### src/rtl/branch_pc_unit.sv
// Next-PC / branch-resolution stage.
// Owns the architectural PC and picks PC+4, the branch target or the JAL target.
// After any taken redirect the wrong-path slot is flushed for FLUSH_CYCLES cycles.
// A saturating counter of taken redirects is kept for the perf readout.
module branch_pc_unit #(
  parameter int unsigned       DBITS        = 32,
  parameter logic [DBITS-1:0]  START_PC     = DBITS'(32'h40),
  parameter int unsigned       FLUSH_CYCLES = 1,
  parameter int unsigned       CNT_BITS     = 16
) (
  input  logic                clk,
  input  logic                reset_n,
  input  logic                stall,
  input  logic                inst_valid,
  input  logic                is_branch,
  input  logic                is_jal,
  input  logic                cond_in,
  input  logic [DBITS-1:0]    br_offset,
  input  logic [DBITS-1:0]    jal_base,
  input  logic [DBITS-1:0]    jal_offset,
  output logic [DBITS-1:0]    pc_out,
  output logic                fetch_req,
  output logic [DBITS-1:0]    link_out,
  output logic                flush,
  output logic                misalign,
  output logic [CNT_BITS-1:0] taken_cnt
);

  typedef enum logic [1:0] {
    S_BOOT,
    S_RUN,
    S_FLUSH
  } state_t;

  localparam logic [2:0] FLUSH_LOAD = 3'(FLUSH_CYCLES);

  state_t              r_state;
  logic [DBITS-1:0]    r_pc;
  logic [2:0]          r_fcnt;
  logic                r_fetch;
  logic                r_flush;
  logic                r_mis;
  logic [CNT_BITS-1:0] r_cnt;

  logic [DBITS-1:0]    w_link;
  logic [DBITS-1:0]    w_jal_raw;
  logic [DBITS-1:0]    w_br_tgt;
  logic [DBITS-1:0]    w_next_pc;
  logic                w_taken;
  logic                w_cnt_sat;

  // Next-PC candidates and selection; JAL wins over a simultaneous branch
  always_comb begin
    w_link    = r_pc + DBITS'(4);
    w_jal_raw = jal_base + (jal_offset << 2);
    w_br_tgt  = w_link + (br_offset << 2);
    w_taken   = is_jal | (is_branch & cond_in);
    w_cnt_sat = &r_cnt;
    if (is_jal) begin
      w_next_pc = {w_jal_raw[DBITS-1:2], 2'b00};
    end else if (is_branch && cond_in) begin
      w_next_pc = w_br_tgt;
    end else begin
      w_next_pc = w_link;
    end
  end

  // Boot/run/flush sequencing with PC, counter and registered outputs
  always_ff @(posedge clk) begin
    if (!reset_n) begin
      r_state <= S_BOOT;
      r_pc    <= START_PC;
      r_fcnt  <= '0;
      r_fetch <= 1'b0;
      r_flush <= 1'b0;
      r_mis   <= 1'b0;
      r_cnt   <= '0;
    end else if (!stall) begin
      unique case (r_state)
        S_BOOT: begin
          r_state <= S_RUN;
          r_fetch <= 1'b1;
        end
        S_RUN: begin
          r_mis <= 1'b0;
          if (inst_valid) begin
            r_pc <= w_next_pc;
            if (w_taken) begin
              r_state <= S_FLUSH;
              r_flush <= 1'b1;
              r_fcnt  <= FLUSH_LOAD;
              r_mis   <= is_jal & (|w_jal_raw[1:0]);
              if (!w_cnt_sat) begin
                r_cnt <= r_cnt + CNT_BITS'(1);
              end
            end
          end
        end
        S_FLUSH: begin
          r_mis <= 1'b0;
          if (r_fcnt <= 3'd1) begin
            r_state <= S_RUN;
            r_flush <= 1'b0;
          end else begin
            r_fcnt <= r_fcnt - 3'd1;
          end
        end
        default: begin
          r_state <= S_BOOT;
          r_fetch <= 1'b0;
          r_flush <= 1'b0;
        end
      endcase
    end
  end

  assign pc_out    = r_pc;
  assign fetch_req = r_fetch;
  assign link_out  = w_link;
  assign flush     = r_flush;
  assign misalign  = r_mis;
  assign taken_cnt = r_cnt;

endmodule

### config.mk
export PLATFORM = sky130hd
export DESIGN_NAME = branch_pc_unit
export DESIGN_NICKNAME = d
export VERILOG_FILES = /design/src/rtl/branch_pc_unit.sv
export SDC_FILE = /design/constraint.sdc
export NUM_CORES = 1
export LEC_CHECK = 0
export BUFFER_PORTS_ARGS = -buffer_cell sky130_fd_sc_hd__clkbuf_2
export CAP_MARGIN = 20
export CORE_ASPECT_RATIO = 0.9
export CORE_MARGIN = 10
export CORE_UTILIZATION = 45
export DETAILED_ROUTE_END_ITERATION = 16
export GPL_TIMING_DRIVEN = 0
export PLACE_DENSITY = 0.73
export SLEW_MARGIN = 5
export SYNTH_ARGS = -nofsm -noshare
export SYNTH_HDL_FRONTEND = slang
export SYNTH_SLANG_ARGS = --single-unit
### constraint.sdc
create_clock -name clk -period 3.35 [get_ports clk]
set_clock_uncertainty 0.15 [all_clocks]
set_input_delay 1.005 -clock clk [delete_from_list [all_inputs] [get_ports clk]]
set_output_delay 1.005 -clock clk [all_outputs]
set_load 0.01 [all_outputs]
; ---- Word level (Yosys, flattened, before mapping)
; Index checks and enable logic that the tools add are counted.
[op_classes]
addsub = 5
order_cmp = 1
eq_ne = 6
mux = 18
n_bitwise = 7
n_reduce_logical = 13
[op_table]
columns = operator, n
row1 = 32-bit adder, 2
row2 = 32-bit 2-to-1 mux, 2
row3 = 32-bit by 3-bit adder with 32-bit output (second input constant), 1
row4 = 16-bit by 1-bit adder with 16-bit output (second input constant), 1
row5 = 16-bit AND reduction, 1
row6 = 5-bit AND reduction, 3
row7 = 3-bit 2-to-1 mux, 3
row8 = 2-bit inequality test (second input constant), 4
row9 = 2-bit 2-to-1 mux, 3
row10 = 2-bit case mux with 3 select lines, 1
row11 = 3-bit case mux with 2 select lines, 1
row12 = 1-bit 2-to-1 mux, 5
row13 = 1-bit NOT, 4
row14 = 1-bit case mux with 2 select lines, 2
row15 = 2-bit AND reduction, 2
row16 = 4-bit AND reduction, 1
row17 = 2-bit OR reduction, 2
row18 = 3-bit by 1-bit <= comparator with 1-bit output (second input constant), 1
row19 = 1-bit case mux with 3 select lines, 1
row20 = 3-bit AND reduction, 1
row21 = 3-bit by 1-bit subtractor with 3-bit output (second input constant), 1
row22 = 1-bit bitwise AND, 2
row23 = 2-bit by 1-bit == test with 1-bit output (second input constant), 1
row24 = 2-bit == test (second input constant), 1
row25 = other kinds (4), 4
[word_totals]
regBits = 56
out_inout_bits = 83
word_cells = 57

; ---- Logic depth before layout (Yosys ltp)
; Gate-level depths: netlist of run 1.
[logic_depth]
word_depth = 6
depth_mapped = 17

; ---- Least setup slack after synthesis of run 1
; No wires, ideal clock.
[synth_path]
kind = reg2reg
from = register r_pc[2] (netlist: pc_out[2])
to = register r_pc[30] (netlist: pc_out[30])
setup_ns = 0.117
arrival_time_ns = 3.642
t_required_ns = 3.083
setup_slack_ns = -0.559
path_stages_with_launch = 17
cell_sequence = dfxtp_1 ha_1 nand3_1 nor4_4 nand4_2 nor2_1 nand2_1 xnor2_1 ha_1 a21oi_1 nor3b_1 o21ai_0 a31o_2 a21o_1 nor4_1 nor3b_1 a22o_1
[synth_via]
elab_chain_len = 4
[synth_rtl]
columns = item, line
row1 = "start, declared", 38  ; logic [DBITS-1:0] r_pc;
row2 = "start signal, assigned", 87  ; r_pc <= w_next_pc;
row3 = 32-bit by 3-bit adder with 32-bit output, 54  ; w_link = r_pc + DBITS'(4);
row4 = net link_out[24], 23  ; output logic [DBITS-1:0] link_out,
row5 = 32-bit adder, 56  ; w_br_tgt = w_link + (br_offset << 2);
row6 = 32-bit 2-to-1 mux, 61  ; end else if (is_branch && cond_in) begin
row7 = 32-bit 2-to-1 mux, 59  ; if (is_jal) begin
; The timed path passes the listed nets, and every way through them passes these cells.
; A chain may end at the register's enable or synchronous reset.

; ---- Worst setup path in the final report of run 1
[layout_path]
from = register r_pc[9] (netlist: pc_out[9])
to = register r_pc[25] (netlist: pc_out[25])
[layout_via]
elab_chain_len = 4
[layout_rtl]
columns = item, line
row1 = 32-bit by 3-bit adder with 32-bit output (*), 54
row2 = 32-bit adder, 56
row3 = 32-bit 2-to-1 mux (*), 61
row4 = 32-bit 2-to-1 mux (*), 59
; Every way passes the cells marked *; elsewhere a longest branch is shown, timed or not.

==> results.py, run 1 <==
metrics = {
    "clock_tree": {
        "cts_tree": "yes",
        "cts_root_buf": "clkbuf_16",
        "path_clk_slew_ps": 80,
        "cts.htree.levels": 2,
        "clockBufferDepth": 2,
        "clk_latency_ps": 300,
        "numCtsBuffers": 5,
        "clkSinkCount": 54,
        "ctsHoldBuffers": 0,
    },
    "yosys": {
        "netlist_area_um2": 6440,
        "ys_types": 68,
        "synth_seq_cells": 54,
        "synth.avg_cell_area_um2": 7.59,
        "yosysWarnings": 0,
        "synth_flop_cell": "dfxtp_1",
        "async_flop_share_pct": 0,
        "synth_edf_count": 0,
        "syn_inst": 849,
        "ys_seq_area_share_pct": 16.8,
    },
    "pwr": {
        "seqPwrFrac_pct": 30.7,
        "power.internal_mw": 1.38,
        "leakage_nw": 4.42,
        "power_density_nw_per_um2": 232,
        "p_comb_share_pct": 45.9,
        "switching_share_pct": 38.0,
        "ir_worst_vdd_uv": 238,
        "p_switching_mw": 0.849,
        "p_clk_share_pct": 23.3,
    },
    "worst_setup_path": {
        "crit_path_end_kind": "flop",
        "reg2reg_to": "pc_out[25]$_SDFFE_PN0P_",
        "rr_worst_depth": 16,
        "criticalPathCategory": "reg2reg",
        "crit_start": "pc_out[9]$_SDFFE_PN0P_",
        "reg2reg_slack_ps": -550,
        "crit_path_end": "pc_out[25]$_SDFFE_PN0P_",
        "cp_max_fo": 4,
        "required_ps": 3400,
        "reg2reg_from": "pc_out[9]$_SDFFE_PN0P_",
        "critPathArrivalTime_ps": 3950,
        "cp-start-kind": "flop",
    },
    "sta": {
        "rsz0062_at_grt": "yes",
        "max-slew-margin-rel_pct": 54.1,
        "fin_crit_ps": 3900,
        "slew_viol_final": 0,
        "tightest_slew_ps": 688,
        "finalCritPeriodShare_pct": 117,
        "hold_violations": 0,
        "setup_violations": 31,
        "fmax_mhz": 256,
        "fin_ws_ps": -555,
    },
    "die": {
        "core_area_um2": 14000,
        "ios": 186,
        "die_w_um": 146,
        "die_h_um": 133,
        "initial_core_util_pct": 46.0,
        "die_area_um2": 19500,
        "rows": 41,
    },
    "detailed_routing": {
        "vias_per_cell": 6.08,
        "drt_wl_total_mm": 26.9,
        "drtAntennaViolNets": 0,
        "first_pass_iters": 6,
        "vias": 7996,
        "drc_errors": 0,
        "wl_per_cell_um": 20.4,
        "drt_iter0_markers": 912,
    },
    "global_route": {
        "grt_pass1_vias": 7602,
        "grt_usage_pct": 23.8,
        "grt_pass1_wl_mm": 38.8,
        "grt_max_degree": 17,
        "antenna_found_initial": 0,
        "grt_overflow_total": 0,
    },
    "final_layout": {
        "area_growth_pct": 49.3,
        "antenna_cells": 0,
        "final_area_um2": 9620,
        "layout.nets": 1297,
        "drive_gt1_share_pct": 38.4,
        "finish.utilization_pct": 68.7,
        "fillers": 1034,
        "fin_cells": 1316,
    },
    "outcome": {
        "violations": "setup timing",
        "status": "finished, violations left",
    },
    "placed_design": {
        "dp.cells": 1221,
        "place_ws_ps": -705,
        "port_buffers": 176,
        "routabilityCongestion": 0.936,
        "dpl-instance-area_um2": 7830,
        "hpwlAfterDp_mm": 18.2,
    },
    "job": {
        "max-cap-violations": 0,
    },
    "hold_path": {
        "hp-class": "reg2reg",
    },
}
critical path, cell delays in order, from the launching register on:
cell      delay (ps)
dfxtp_4          360
nand4_1          200
or3_4            490
buf_12           150
nor2_4           120
xor2_4           200
ha_1             280
and2_4           160
nor4b_2          150
a41oi_1          190
o211ai_1         200
buf_4            180
a21oi_2          130
o21ai_1           90
xnor2_1          330
a21oi_1          180
a22o_1           220
flip-flops by register name, summed over array words and instances (netlist names):
| register | cells |
|---|---|
| pc_out | 30 |
| fetch_req | 1 |
| misalign | 1 |
| flush | 1 |
| r_state | 2 |
| taken_cnt | 16 |
| r_fcnt | 3 |
through the flow:
stage / hold slack (ps) / power (mW) / TNS [ps]
final: 335 / 2.23 / -6500
after global routing: 383 / 2.34 / -9330
after CTS: 341 / 2.12 / -2840
after detailed placement: 331 / 1.52 / -8760
after global placement: 325 / 1.51 / -8070
after floorplan: 304 / 1.27 / -1170
worst min-delay path by stage:
stage	startpoint	end	slack (ps)	depth (start not counted)
5_1_grt	fetch_req$_SDFFE_PN0P_	fetch_req$_SDFFE_PN0P_	380	2
3_3_place_gp	fetch_req$_SDFFE_PN0P_	fetch_req$_SDFFE_PN0P_	330	2
3_5_place_dp	fetch_req$_SDFFE_PN0P_	fetch_req$_SDFFE_PN0P_	330	2
6_report	fetch_req$_SDFFE_PN0P_	fetch_req$_SDFFE_PN0P_	340	2
2_1_floorplan	r_fcnt[0]$_SDFFE_PN0P_	r_fcnt[0]$_SDFFE_PN0P_	300	2
4_1_cts	fetch_req$_SDFFE_PN0P_	fetch_req$_SDFFE_PN0P_	340	2
cells in the final DEF, fill, tap and decap left out, drive strengths merged, types with 35 or more instances in the layout:
cell type,count
buf,106
xnor2,54
nand2,77
nand3,38
xor2,35
nor2,61
o21ai,57
clkbuf,195
a21oi,79
ha,70
dfxtp,54
synthesized netlist by cell type, types with 7 or more instances:
cell type / number / area share [%]
mux2i_1: 7 / 1.1
o21bai_1: 8 / 0.93
o221ai_1: 7 / 0.95
nand3_1: 37 / 2.9
a21oi_1: 78 / 6.1
inv_1: 23 / 1.3
o21a_1: 13 / 1.5
clkbuf_1: 24 / 1.4
nand4_1: 13 / 1.3
a21o_1: 27 / 3.1
nor3_1: 10 / 0.78
nand2_1: 77 / 4.5
and3_1: 18 / 1.7
xor2_1: 35 / 4.8
o21ai_0: 50 / 3.9
o211ai_1: 12 / 1.4
dfxtp_1: 54 / 17
a211oi_1: 23 / 2.7
xnor2_1: 54 / 7.3
nand2b_1: 10 / 0.97
nor2_1: 61 / 3.6
nor2b_1: 15 / 1.5
ha_1: 70 / 14
and2_1: 24 / 2.3
power by group through the flow:
stage	sequential (mW)	clock [mW]	combinational, mW
6_report	0.686	0.521	1.02
5_1_grt	0.688	0.544	1.11
4_1_cts	0.682	0.523	0.918
3_5_place_dp	0.702	0	0.821
3_3_place_gp	0.701	0	0.813
2_1_floorplan	0.703	0	0.568
metal layers:
metal  wire, µm  up-vias  part of all wire, %  track usage [%]
met5          0        -                    0                0
met2      11800      554                   44             37.8
met3       3000      145                   11             5.75
met1      10700     3637                   40             30.3
met4       1440        0                  5.4             9.78
li1           -     3660                    -                -
timing repair:
action | 4_1_cts | 5_1_grt
pin swaps | 46 | 32
gates resized for setup | 111 | 75
buffers inserted | 67 | 26
cloned | 0 | 0
endpoints found under the setup margin | 34 | 33
logic make-up after synthesis:
logic type / count (synthesis) / synth area share, %
compound gates: 278 / 28.5
xor+xnor: 89 / 12.1
fa+ha+maj: 72 / 14.2
buf+inv: 54 / 3.42
flops: 54 / 16.8
mux: 7 / 1.09
other cells: 1 / 0.0582
simple gates: 294 / 23.8
area by class of cell:
cell class	count	area, µm²	area share, %
clock buffer	7	133	1.38
buffer	28	133	1.38
multi-input combinational	744	6200	64.4
sequential	54	1120	11.6
tap	193	241	2.51
timing repair buffer	266	1700	17.7
clock inverter	1	7.51	0.0781
inverter	23	86.3	0.898
(Power assumes the default switching activity.)
==> run 2: changes to the inputs <==
--- a/config.mk
+++ b/config.mk
@@ -12,7 +12,7 @@
 export CORE_UTILIZATION = 45
 export DETAILED_ROUTE_END_ITERATION = 16
 export GPL_TIMING_DRIVEN = 0
-export PLACE_DENSITY = 0.73
+export PLACE_DENSITY_LB_ADDON = 0.3
 export SLEW_MARGIN = 5
 export SYNTH_ARGS = -nofsm -noshare
 export SYNTH_HDL_FRONTEND = slang
==> results.py, run 2 (same netlist as run 1, synthesis figures left out) <==
metrics = {
    "outcome": {
        "status": "finished, violations left",
        "violations": "setup timing",
    },
    "pwr": {
        "leakage_nw": 4.19,
        "power_density_nw_per_um2": 239,
        "ir_worst_vdd_uv": 189,
    },
    "worst_setup_path": {
        "crit_start": "pc_out[10]$_SDFFE_PN0P_",
        "cp_max_fo": 5,
        "criticalPathCategory": "reg2reg",
        "reg2reg_to": "pc_out[30]$_SDFFE_PN0P_",
        "crit_path_end_kind": "flop",
        "rr_worst_depth": 16,
        "crit_path_end": "pc_out[30]$_SDFFE_PN0P_",
        "reg2reg_slack_ps": -510,
        "reg2reg_from": "pc_out[10]$_SDFFE_PN0P_",
        "required_ps": 3450,
        "cp-start-kind": "flop",
        "critPathArrivalTime_ps": 3960,
    },
    "final_layout": {
        "multi_input_comb_area_um2": 5820,
        "largest_register_ffs": 30,
        "layout_common_cells": "clkbuf_2 (168), nand2_1 (74), a21oi_1 (69)",
        "fin_cells": 1291,
        "area_growth_pct": 39.6,
        "finish.utilization_pct": 64.2,
        "fillers": 1173,
        "final_common_cell": "clkbuf_2",
        "drive_gt1_share_pct": 33.7,
        "layout.nets": 1272,
        "antenna_cells": 0,
        "regArea_um2": 1120,
    },
    "clock_tree": {
        "cts_tree": "yes",
        "ctsHoldBuffers": 0,
        "clkSinkCount": 54,
        "cts_root_buf": "clkbuf_16",
        "path_clk_slew_ps": 80,
        "cts.htree.levels": 2,
        "clockBufferDepth": 2,
        "numCtsBuffers": 5,
        "clk_latency_ps": 310,
    },
    "sta": {
        "rsz0062_at_grt": "yes",
        "fin_crit_ps": 3860,
        "finalCritPeriodShare_pct": 115,
        "slew_viol_final": 0,
        "fmax_mhz": 259,
        "fin_ws_ps": -505,
        "hold_violations": 0,
        "setup-tns-final_ps": -5220,
        "tightest_slew_ps": 734,
        "setup_violations": 24,
        "max-slew-margin-rel_pct": 50.9,
    },
    "die": {
        "die_h_um": 133,
        "core_area_um2": 14000,
        "ios": 186,
        "die_w_um": 146,
        "die_area_um2": 19500,
        "rows": 41,
        "initial_core_util_pct": 46.0,
    },
    "job": {
        "max-cap-violations": 0,
    },
    "detailed_routing": {
        "drtAntennaViolNets": 0,
        "vias": 7563,
        "drc_errors": 0,
        "drt_iter0_markers": 766,
        "vias_per_cell": 5.86,
        "drt_wl_total_mm": 24.6,
        "wl_per_cell_um": 19.1,
        "first_pass_iters": 5,
    },
    "global_route": {
        "antenna_found_initial": 0,
        "grt_usage_pct": 23.0,
        "grt_pass1_wl_mm": 37.4,
        "grt_max_degree": 18,
        "grt_pass1_vias": 7245,
        "grt_overflow_total": 0,
    },
    "placed_design": {
        "dp.cells": 1221,
        "place_ws_ps": -680,
        "routabilityCongestion": 0.948,
        "port_buffers": 176,
        "hpwlAfterDp_mm": 17.9,
    },
    "hold_path": {
        "min_from": "fetch_req$_SDFFE_PN0P_",
        "hp-class": "reg2reg",
    },
}
## run 2: how the worst min path moves through the flow
stage,end,slack [ps],cells after the start
2_1_floorplan,r_fcnt[0]$_SDFFE_PN0P_,300,2
4_1_cts,r_fcnt[0]$_SDFFE_PN0P_,350,2
5_1_grt,pc_out[14]$_SDFFE_PN0P_,380,2
3_5_place_dp,r_fcnt[0]$_SDFFE_PN0P_,340,2
3_3_place_gp,fetch_req$_SDFFE_PN0P_,320,2
6_report,fetch_req$_SDFFE_PN0P_,350,2
## run 2: cell type report
cell class	instances	area share (%)
Multi-Input combinational cell	744	64.7
Timing Repair Buffer	240	16.1
Sequential cell	54	12.5
Tap cell	193	2.69
Buffer	29	1.53
Clock buffer	5	1.39
Inverter	23	0.960
Clock inverter	3	0.209
## run 2: worst max-delay path, stage by stage, from the launching register on
cell      delay (ps)
dfxtp_4          370
nand4_1          120
buf_4            170
or3_4            410
nor3_4           260
buf_4            170
buf_6            100
and3_4           220
xor2_4           210
ha_4             250
o21ai_0           70
nand2b_1         110
a31o_2           270
a21o_1           190
o211ai_1         250
nor3b_4          290
a22o_1           180
## run 2: routing by layer
layer	vias up	GRT usage, %	wire length (µm)
li1	3614	-	-
met1	3406	29.0	10000
met2	444	36.3	10900
met3	99	6.33	2460
met4	0	9.83	1270
met5	-	0	0
## run 2: metrics by stage
stage / hold slack [ps] / total power, mW / cell area, µm²
3_3_place_gp: 324 / 1.51 / 7830
2_1_floorplan: 304 / 1.27 / 6700
5_1_grt: 378 / 2.28 / 8990
6_report: 351 / 2.15 / 8990
4_1_cts: 354 / 2.09 / 8660
3_5_place_dp: 344 / 1.52 / 7830
## run 2: power breakdown
part / switching, mW / internal, mW
registers: 0.0261 / 0.656
clock network: 0.259 / 0.278
logic: 0.529 / 0.402
## run 2: what timing repair did
action                                  CTS  global route
resized for setup                        58            57
pin swaps                                45            21
endpoints found under the hold margin     0             0
endpoints found under the setup margin   32            32
setup buffers                            50            17
==> run 3: changes to the inputs <==
--- a/config.mk
+++ b/config.mk
@@ -13,6 +13,7 @@
 export DETAILED_ROUTE_END_ITERATION = 16
 export GPL_TIMING_DRIVEN = 0
 export PLACE_DENSITY_LB_ADDON = 0.3
+export SETUP_SLACK_MARGIN = 0.5
 export SLEW_MARGIN = 5
 export SYNTH_ARGS = -nofsm -noshare
 export SYNTH_HDL_FRONTEND = slang
==> results.py, run 3 (same netlist as run 1, synthesis figures left out) <==
metrics = {
    "detailed_routing": {
        "drt_iter0_markers": 1458,
        "first_pass_iters": 7,
        "wl_per_cell_um": 23.3,
        "drtAntennaViolNets": 0,
        "vias_per_cell": 6.45,
        "drc_errors": 0,
        "drt_wl_total_mm": 31.4,
        "vias": 8682,
    },
    "sta": {
        "timing.hold.ws_ps": 339,
        "hold_violations": 0,
        "setup_violations": 34,
        "max-slew-margin-rel_pct": 44.4,
        "fmax_mhz": 248,
        "finalCritPeriodShare_pct": 121,
        "slew_viol_final": 0,
        "fin_ws_ps": -688,
        "fin_crit_ps": 4040,
        "rsz0062_at_grt": "yes",
        "tightest_slew_ps": 834,
    },
    "die": {
        "die_h_um": 133,
        "die_w_um": 146,
        "core_area_um2": 14000,
        "die_area_um2": 19500,
        "ios": 186,
        "rows": 41,
        "initial_core_util_pct": 46.0,
    },
    "clock_tree": {
        "path_clk_slew_ps": 80,
        "cts_tree": "yes",
        "cts.htree.levels": 2,
        "clk_latency_ps": 310,
        "cts_root_buf": "clkbuf_16",
        "clockBufferDepth": 2,
        "numCtsBuffers": 5,
        "ctsHoldBuffers": 0,
        "clkSinkCount": 54,
    },
    "pwr": {
        "p_total_mw": 2.43,
        "p_switching_mw": 0.969,
        "p_comb_share_pct": 48.4,
        "seqPwrFrac_pct": 28.4,
        "switching_share_pct": 39.9,
        "leakage_nw": 4.70,
        "power.internal_mw": 1.46,
        "power_density_nw_per_um2": 231,
        "ir_worst_vdd_uv": 237,
        "p_clk_share_pct": 23.3,
    },
    "worst_setup_path": {
        "criticalPathCategory": "reg2reg",
        "reg2reg_slack_ps": -690,
        "critPathArrivalTime_ps": 4100,
        "required_ps": 3410,
        "crit_path_end_kind": "flop",
        "cp_max_fo": 5,
        "cp-start-kind": "flop",
    },
    "global_route": {
        "grt_pass1_vias": 7586,
        "grt_usage_pct": 24.5,
        "grt_max_degree": 18,
        "grt_pass1_wl_mm": 39.8,
        "antenna_found_initial": 1,
        "grt_overflow_total": 0,
    },
    "placed_design": {
        "routabilityCongestion": 0.920,
        "port_buffers": 176,
        "hpwlAfterDp_mm": 17.9,
    },
    "final_layout": {
        "layout.nets": 1326,
        "largest_register_ffs": 30,
        "finish.utilization_pct": 75.1,
        "layout_common_cells": "clkbuf_2 (156), buf_4 (85), nand2_1 (66)",
        "final_common_cell": "clkbuf_2",
        "drive_gt1_share_pct": 45.8,
        "area_growth_pct": 63.3,
    },
    "hold_path": {
        "hp-class": "reg2reg",
    },
    "job": {
        "max-cap-violations": 0,
    },
    "outcome": {
        "status": "finished, violations left",
        "violations": "setup timing",
    },
}
## run 3: cell count changes in the layout (fill, tap and decap cells not counted), sizes merged
cell    previous run  this run
diode              0         1
clkinv             2         0
clkbuf           195       185
inv               24        25
buf               79       144
## run 3: layout make-up
class,count,area [µm²]
plain buffers,31,170
clock buffers,6,129
clock inverters,2,15.0
inverters,23,88.8
well taps,193,241
diodes,1,2.50
repair buffers,292,2030
fillers,868,3490
multi-input cells,744,6720
flip-flops and latches,54,1120
## run 3: timing repair
action,CTS,global route
gates resized for setup,139,175
buffers inserted,68,48
endpoints found under the setup margin,51,56
pin swaps,81,99
## run 3: stage by stage
stage / std cells / TNS (ps) / area [µm²] / setup WS [ps]
floorplan: 852 / -1180 / 6770 / -253
global placement: 1221 / -6910 / 7890 / -671
detailed placement: 1221 / -7270 / 7890 / -660
CTS: 1297 / -3710 / 9390 / -326
global route: 1346 / -12180 / 10500 / -705
finish: 1346 / -10740 / 10500 / -688
## run 3: power by group through the flow
stage / logic (mW) / clock network [mW] / registers [mW]
finish: 1.17 / 0.565 / 0.688
global placement: 0.817 / 0 / 0.700
global route: 1.24 / 0.576 / 0.690
CTS: 0.956 / 0.553 / 0.682
floorplan: 0.574 / 0 / 0.703
detailed placement: 0.824 / 0 / 0.701
## run 3: worst paths after layout
| check | startpoint | endpoint | depth (start not counted) |
|---|---|---|---|
| worst max-delay path | pc_out[6]$_SDFFE_PN1P_ | pc_out[30]$_SDFFE_PN0P_ | 15 |
| worst min-delay path | fetch_req$_SDFFE_PN0P_ | fetch_req$_SDFFE_PN0P_ | 2 |
| worst max register to register | pc_out[6]$_SDFFE_PN1P_ | pc_out[30]$_SDFFE_PN0P_ | 15 |
| worst min register to register | fetch_req$_SDFFE_PN0P_ | fetch_req$_SDFFE_PN0P_ | 2 |
## run 3: layer usage
metal  routed length, µm  up-vias  global-route usage [%]
li1                    -     3725                       -
met3                3890      232                    5.86
met2               13600      789                    39.7
met1               11800     3936                    30.4
met4                2120        0                    10.6
met5                   0        -                       0
## run 3: worst max-delay path, cell delays in order, from the launching register on
cell	delay, ps
dfxtp_4	380
and3_4	210
nand3_4	80
or3_4	480
nor3_4	290
buf_4	160
buf_6	90
and3_4	210
xor2_4	80
ha_4	330
and3_1	290
nand3_1	190
a211oi_2	420
o211ai_1	140
nor3b_2	220
a22o_1	210
